## config.mk

```make
export PLATFORM = sky130hd
export DESIGN_NAME = router_input_fifo_flat
export DESIGN_NICKNAME = d
export VERILOG_FILES = /design/src/rtl/router_input_fifo_if.sv /design/src/rtl/router_input_fifo.sv /design/src/flat_wrapper.sv
export SDC_FILE = /design/constraint.sdc
export NUM_CORES = 1
export LEC_CHECK = 0
export ABC_CLOCK_PERIOD_IN_PS = 2200
export BUFFER_PORTS_ARGS = -buffer_cell sky130_fd_sc_hd__buf_2
export CAP_MARGIN = 20
export CORE_ASPECT_RATIO = 0.9
export CORE_UTILIZATION = 56
export DETAILED_ROUTE_END_ITERATION = 16
export GPL_TIMING_DRIVEN = 0
export PLACE_DENSITY = 0.79
export SETUP_SLACK_MARGIN = 0.2
export SLEW_MARGIN = 30
export SYNTH_ARGS = -nofsm -noshare
export SYNTH_HDL_FRONTEND = slang
export SYNTH_SLANG_ARGS = --single-unit
```

## constraint.sdc

```tcl
create_clock -name clk -period 2.2 [get_ports clk]
set_clock_uncertainty 0.05 [all_clocks]
set_input_delay 0.11 -clock clk [delete_from_list [all_inputs] [get_ports clk]]
set_output_delay 0.11 -clock clk [all_outputs]
set_load 0.03 [all_outputs]
```

## src/rtl/router_input_fifo_if.sv

```systemverilog
// Flit-input bundle for router_input_fifo: DRTS/CTS write handshake, per-arbiter pop
// requests and the show-ahead head/status outputs.
interface router_input_fifo_if #(
  parameter int unsigned DATA_WIDTH = 32,
  parameter int unsigned DEPTH      = 4
);
  localparam int unsigned PTR_W = $clog2(DEPTH);

  logic [DATA_WIDTH-1:0] RX;
  logic                  DRTS;
  logic                  CTS;
  logic                  read_en_N;
  logic                  read_en_E;
  logic                  read_en_W;
  logic                  read_en_S;
  logic                  read_en_L;
  logic [DATA_WIDTH-1:0] Data_out;
  logic                  empty;
  logic                  full;
  logic [PTR_W:0]        count;
  logic                  err_multi_read;

  modport master (
    output RX, DRTS, read_en_N, read_en_E, read_en_W, read_en_S, read_en_L,
    input  CTS, Data_out, empty, full, count, err_multi_read
  );

  modport slave (
    input  RX, DRTS, read_en_N, read_en_E, read_en_W, read_en_S, read_en_L,
    output CTS, Data_out, empty, full, count, err_multi_read
  );
endinterface

```

## src/rtl/router_input_fifo.sv

```systemverilog
// Per-input-port circular flit buffer: accepts flits over DRTS/CTS, presents the head
// show-ahead and pops once per cycle on any arbiter grant.
module router_input_fifo #(
  parameter int unsigned DATA_WIDTH = 32,
  parameter int unsigned DEPTH      = 4,
  localparam int unsigned PTR_W     = $clog2(DEPTH)
) (
  input logic                clk,
  input logic                rst,
  router_input_fifo_if.slave bus
);
  localparam logic [PTR_W:0] FullCount = (PTR_W + 1)'(DEPTH);

  logic [DATA_WIDTH-1:0] mem_q [DEPTH];
  logic [PTR_W-1:0]      rd_ptr_q, rd_ptr_d;
  logic [PTR_W-1:0]      wr_ptr_q, wr_ptr_d;
  logic [PTR_W:0]        count_q, count_d;
  logic                  cts_q, cts_d;
  logic                  err_q, err_d;

  logic [4:0] rd_vec;
  logic       read_any;
  logic       multi_read;
  logic       empty;
  logic       full;
  logic       do_write;
  logic       do_pop;

  assign rd_vec     = {bus.read_en_N, bus.read_en_E, bus.read_en_W, bus.read_en_S,
                       bus.read_en_L};
  assign read_any   = |rd_vec;
  // Clearing the lowest set bit leaves something only if two or more bits were set.
  assign multi_read = (rd_vec & (rd_vec - 5'd1)) != 5'd0;

  assign empty    = (count_q == '0);
  assign full     = (count_q == FullCount);
  // CTS is only ever issued while not full, so the write needs no occupancy check.
  assign do_write = cts_q & bus.DRTS;
  assign do_pop   = read_any & ~empty;

  always_comb begin
    cts_d    = bus.DRTS & ~cts_q & ~full;
    err_d    = multi_read;
    wr_ptr_d = wr_ptr_q;
    rd_ptr_d = rd_ptr_q;
    count_d  = count_q;
    if (do_write) begin
      wr_ptr_d = wr_ptr_q + 1'b1;
    end
    if (do_pop) begin
      rd_ptr_d = rd_ptr_q + 1'b1;
    end
    case ({do_write, do_pop})
      2'b10:   count_d = count_q + 1'b1;
      2'b01:   count_d = count_q - 1'b1;
      default: count_d = count_q;
    endcase
  end

  always_ff @(posedge clk) begin
    if (rst) begin
      rd_ptr_q <= '0;
      wr_ptr_q <= '0;
      count_q  <= '0;
      cts_q    <= 1'b0;
      err_q    <= 1'b0;
    end else begin
      rd_ptr_q <= rd_ptr_d;
      wr_ptr_q <= wr_ptr_d;
      count_q  <= count_d;
      cts_q    <= cts_d;
      err_q    <= err_d;
    end
  end

  // Storage is not reset; a reset during the CTS cycle must still drop the pending flit.
  always_ff @(posedge clk) begin
    if (!rst && do_write) begin
      mem_q[wr_ptr_q] <= bus.RX;
    end
  end

  assign bus.CTS            = cts_q;
  assign bus.Data_out       = mem_q[rd_ptr_q];
  assign bus.empty          = empty;
  assign bus.full           = full;
  assign bus.count          = count_q;
  assign bus.err_multi_read = err_q;
endmodule

```

## src/flat_wrapper.sv

```systemverilog
// flat-port wrapper written by rule: the top's interface ports become plain ports
module router_input_fifo_flat 
#(
  parameter int unsigned DATA_WIDTH = 32,
  parameter int unsigned DEPTH      = 4,
  localparam int unsigned PTR_W     = $clog2(DEPTH)
)
  (clk, rst, bus_RX, bus_DRTS, bus_read_en_N, bus_read_en_E, bus_read_en_W, bus_read_en_S, bus_read_en_L, bus_CTS, bus_Data_out, bus_empty, bus_full, bus_count, bus_err_multi_read);
  router_input_fifo_if #(.DATA_WIDTH(DATA_WIDTH), .DEPTH(DEPTH)) bus_i ();
  input logic clk;
  input logic rst;
  input wire logic [$bits(bus_i.RX)-1:0] bus_RX;
  input wire logic [$bits(bus_i.DRTS)-1:0] bus_DRTS;
  input wire logic [$bits(bus_i.read_en_N)-1:0] bus_read_en_N;
  input wire logic [$bits(bus_i.read_en_E)-1:0] bus_read_en_E;
  input wire logic [$bits(bus_i.read_en_W)-1:0] bus_read_en_W;
  input wire logic [$bits(bus_i.read_en_S)-1:0] bus_read_en_S;
  input wire logic [$bits(bus_i.read_en_L)-1:0] bus_read_en_L;
  output wire logic [$bits(bus_i.CTS)-1:0] bus_CTS;
  output wire logic [$bits(bus_i.Data_out)-1:0] bus_Data_out;
  output wire logic [$bits(bus_i.empty)-1:0] bus_empty;
  output wire logic [$bits(bus_i.full)-1:0] bus_full;
  output wire logic [$bits(bus_i.count)-1:0] bus_count;
  output wire logic [$bits(bus_i.err_multi_read)-1:0] bus_err_multi_read;
  assign bus_i.RX = bus_RX;
  assign bus_i.DRTS = bus_DRTS;
  assign bus_i.read_en_N = bus_read_en_N;
  assign bus_i.read_en_E = bus_read_en_E;
  assign bus_i.read_en_W = bus_read_en_W;
  assign bus_i.read_en_S = bus_read_en_S;
  assign bus_i.read_en_L = bus_read_en_L;
  assign bus_CTS = bus_i.CTS;
  assign bus_Data_out = bus_i.Data_out;
  assign bus_empty = bus_i.empty;
  assign bus_full = bus_i.full;
  assign bus_count = bus_i.count;
  assign bus_err_multi_read = bus_i.err_multi_read;
  router_input_fifo #(.DATA_WIDTH(DATA_WIDTH), .DEPTH(DEPTH)) u_core (.clk(clk), .rst(rst), .bus(bus_i));
endmodule
```

== Yosys cells after proc, flatten, opt, wreduce, memory -nomap -nowiden ==
Memory sizes are Yosys's and may differ from the RTL's. A register that Yosys moved wholly into a read port is not among the register bits.
Cells that the tools add are included.
Word-level totals
  register bits: 9
  RAM bits: 128
  input bits: 40
  output and inout port bits: 39
  word-level logic and storage cells: 33
  memories kept: 1
Operators by class
  add/subtract/negate cells: 5
  eq/ne operators: 3
  mux-type cells: 5
  bitwise logic cells: 8
  reductions and logical operators: 6
Memories
  u_core.mem_q: words 4, bits a word 32, rd ports 1, clocked after Yosys merged registers in 1, wr ports 1, line router_input_fifo.sv:14  | logic [DATA_WIDTH-1:0] mem_q [DEPTH];
Operators by type and width (count)
  $pmux 3 s2: 1
  $and 5x5->5: 1
  $reduce_bool 5->1: 1
  $reduce_or 5->1: 1
  $sub 5x1->5 const B: 1
  $add 2x1->2 const B: 2
  $and 1x1->1: 4
  $mux 2: 2
  $add 3x1->3 const B: 1
  $eq 3x3->1 const B: 1
  $logic_not 3->1: 1
  $not 1->1: 3
  $sub 3x1->3 const B: 1
  $eq 2x1->1 const B: 1
  $eq 2x2->1 const B: 1
  $mux 1: 2
  $reduce_bool 2->1: 1
  $logic_and 1x1->1: 1
  $logic_not 1->1: 1

== Depth between registers and ports, before layout ==
  depth in word-level cells: 5
  depth in mapped cells: 8
  mapped depth without buffers: 8

== Worst setup path before layout ==
OpenSTA, ideal clock, no wires.
  path type: register -> register
  from: reg u_core.count_q[0], in the netlist u_core.bus.count[0]
  to: reg u_core.count_q[2], in the netlist u_core.bus.count[2]
  setup time: 0.071 ns
  arrival time: 2.098 ns
  data required time: 2.079 ns
  setup slack: -0.019 ns
  stages on the path, launching flop included: 9
  buffers on the path: 0
  clock period less this slack: 2.219 ns
  cell sequence: dfxtp_1 nor3_2 a21oi_2 ha_1 inv_1 fa_1 xor2_1 or3_1 a21oi_1
Between the ends
  cells in the longest elaborated chain, start to end: 5
  elaborated cells between the ends (all ways): 9
  those cells by class: add/sub: 2; eq/ne: 2; mux: 1; bitwise: 2; reduce/logical: 2
Ends and longest elaborated chain
  start, declared: line router_input_fifo.sv:17  | logic [PTR_W:0] count_q, count_d;
  start signal, assigned: line router_input_fifo.sv:70  | count_q <= count_d;
  $logic_not 3->1 (*): line router_input_fifo.sv:35  | assign empty = (count_q == '0);
  via bus_empty: line flat_wrapper.sv:21  | output wire logic [$bits(bus_i.empty)-1:0] bus_empty;
  $not 1->1 (*): line router_input_fifo.sv:39  | assign do_pop = read_any & ~empty;
  $and 1x1->1 (*): line router_input_fifo.sv:39
  $eq 2x1->1 or $eq 2x2->1 (tied branches): line router_input_fifo.sv:53  | case ({do_write, do_pop})
  $pmux 3 s2 or $reduce_bool 2->1 (tied branches)
The timed path passes the listed nets; every way through them passes the cells marked *.
A chain may end at the register's enable or synchronous reset.

==> results.cfg <==
[placement]
dp_hpwl_microns = 5130
gp_congestion = 0.749
io_buffers = 78
placed_cells = 426

[clock_tree]
clk-insertion-delay-late_ns = 0.51
cts_buffer_depth = 2
ctsHtreeMaxLevel = 4
path_clk_slew_ns = 0.06
numCtsBuffers = 17
tritoncts = yes
cts_sinks = 139
cts-root-buf = clkbuf_8

[sta]
setup_viol = 0
finalMaxSlewViolations = 0
clock.fmax_ghz = 0.500
tns_ns = 0
rsz0062_at_grt = yes
post-route-min-period_ns = 2.00
slew_headroom_pct = 38.7
tightest_slew_ns = 0.919
finalHoldViolCount = 0
finalCritPeriodShare_pct = 90.8

[synth]
synthCells = 229
synthDominantCellAreaShare_pct = 73.9
synth_edf_count = 128
synth-seq-cells = 139
synth.most_common_cell = edfxtp_1
ys_seq_area_share_pct = 78.1
synth_area_leader_cell = edfxtp_1
avgSynthCellArea_sq_um = 22.7
synth_cell_types = 29
synth_common_cells = 128 x edfxtp_1, 32 x mux4_2, 11 x dfxtp_1
async_flop_share_pct = 0
synth_nets = 275
ys.flop_type = edfxtp_1
yosys_warnings = 0
synth.area.top_cells = edfxtp_1 74%, mux4_2 14%, dfxtp_1 4.2%
syn_area_sq_um = 5200

[job]
max_cap_violations = 0

[die]
fp.dieH_microns = 93.4
die_area_sq_um = 9680
core_sq_um = 8810
start_util_pct = 59.0
die_w_microns = 104
ioPinCount = 79
fp-row-count = 32

[worst_setup_path]
path_max_fanout = 8
crit_required_ns = 2.04
crit_path_end_kind = output port
crit_path_start_kind = flop
crit_arrival_ns = 1.84
critPathKind = reg -> out

[hold_path]
hp-class = in -> reg

[power]
power_density_nw_per_um2 = 1170
p_leak_nw = 2.48
peakVddDrop_uv = 873

[drt]
routedWlPerCell_microns = 19.8
postRouteWirelength_microns = 9920
vias = 2721
dr.first_iter.drc_count = 159
drc = 0
ant_nets = 0
dr.pass1.iters = 4
vias_per_cell = 5.42

[global_routing]
track_usage_pct = 21.2
grt_pass1_wl_microns = 14700
overflow = 0
first_global_vias = 2865
grt_start_max_net_pins = 33
antenna_found_initial = 0

[finish]
nets = 416
stdcell_count = 502
drive_gt1_share_pct = 44.1
syn_to_final_growth_pct = 35.2
diodes = 0
fillCellCount = 469

[status]
status = complete, no violations
worst paths after layout:
check	to	startpoint	depth (start not counted)	slack (ns)
worst max-delay path	bus_Data_out[23]	flop	4	0.20
worst min-delay path	u_core.bus.count[0]	rst	3	0.07
worst max register to register	u_core.mem_q[3][19]	u_core.bus.CTS	3	0.23
worst min register to register	u_core.bus.CTS	u_core.bus.CTS	1	0.43
per-stage QoR:
step | hold WS [ns] | power, mW | area [sq um] | setup slack (ns) | utilization (%)
2_1_floorplan | 0.159 | 4.54 | 5220 | 0.170 | -
3_3_place_gp | 0.270 | 4.98 | 5760 | 0.254 | 65.3
3_5_place_dp | 0.277 | 5.01 | 5760 | 0.224 | 65.3
4_1_cts | 0.0616 | 7.89 | 6800 | 0.148 | 77.1
5_1_grt | 0.0774 | 8.55 | 7030 | 0.0876 | 79.8
6_report | 0.0651 | 8.23 | 7030 | 0.201 | 79.8
state kept, by name, summed over array words and instances, names as in the netlist, named ones only:
name and count:
u_core.bus.CTS 1, u_core.bus.count 3, u_core.bus.err_multi_read 1, u_core.mem_q 128
u_core.rd_ptr_q 2, u_core.wr_ptr_q 2
critical path, cell delays in order (launching register included):
cell,delay [ns]
dfxtp_2,0.34
buf_12,0.15
clkbuf_16,0.16
mux4_2,0.51
buf_6,0.16
cell type report:
class	count	area (sq um)	area share, %
tap	119	149	2.12
timing repair buffer	122	1050	15.0
clock inverter	15	138	1.96
inverter	7	26.3	0.374
multi-input combinational	75	1080	15.3
clock buffer	17	414	5.89
sequential	139	4080	58.0
buffer	8	98.8	1.41
what timing repair did:
action	CTS	global route
cloned	0	3
pin swaps	0	0
setup endpoints to repair	31	160
gates resized for setup	39	39
hold buffers	37	0
setup buffers	1	3
hold endpoints to repair	136	0
logic make-up (layout without fill, tap and decap cells):
logic type | count (synthesis) | count (layout) | share of synthesized area (%)
XOR/XNOR | 3 | 3 | 0.505
adder cells (fa/ha/maj) | 7 | 7 | 1.78
AO/OA/AOI/OAI | 6 | 6 | 0.698
buffers and inverters | 15 | 169 | 1.61
AND/OR/NAND/NOR | 24 | 24 | 2.77
flip-flops | 139 | 139 | 78.1
multiplexers | 35 | 35 | 14.5
cells in the final DEF, fill, tap and decap left out, types with 2 or more instances in the layout:
| cell type | instances |
|---|---|
| a21oi_1 | 3 |
| and2_2 | 3 |
| buf_12 | 4 |
| buf_2 | 51 |
| buf_4 | 4 |
| buf_6 | 30 |
| clkbuf_16 | 19 |
| clkinv_2 | 2 |
| clkinv_4 | 3 |
| clkinvlp_4 | 2 |
| dfxtp_1 | 7 |
| dfxtp_4 | 3 |
| dlygate4sd3_1 | 37 |
| edfxtp_1 | 128 |
| ha_1 | 4 |
| inv_1 | 7 |
| inv_6 | 6 |
| mux2_1 | 3 |
| mux4_2 | 32 |
| nand2_1 | 2 |
| nor2_1 | 8 |
| xor2_1 | 2 |
power by group:
group          switching (mW)  internal, mW  total, mW
Clock                    1.12          1.52       2.63
Combinational            1.27          1.29       2.56
Sequential             0.0631          2.98       3.04
layer usage:
metal	wire [microns]	vias to the layer above	global-route usage, %
met5	0	-	0
met4	99	0	8.45
met3	392	6	6.06
met2	5310	85	37.5
met1	4120	1395	24.8
li1	-	1235	-
No activity file was read; power rests on OpenSTA's default activity.
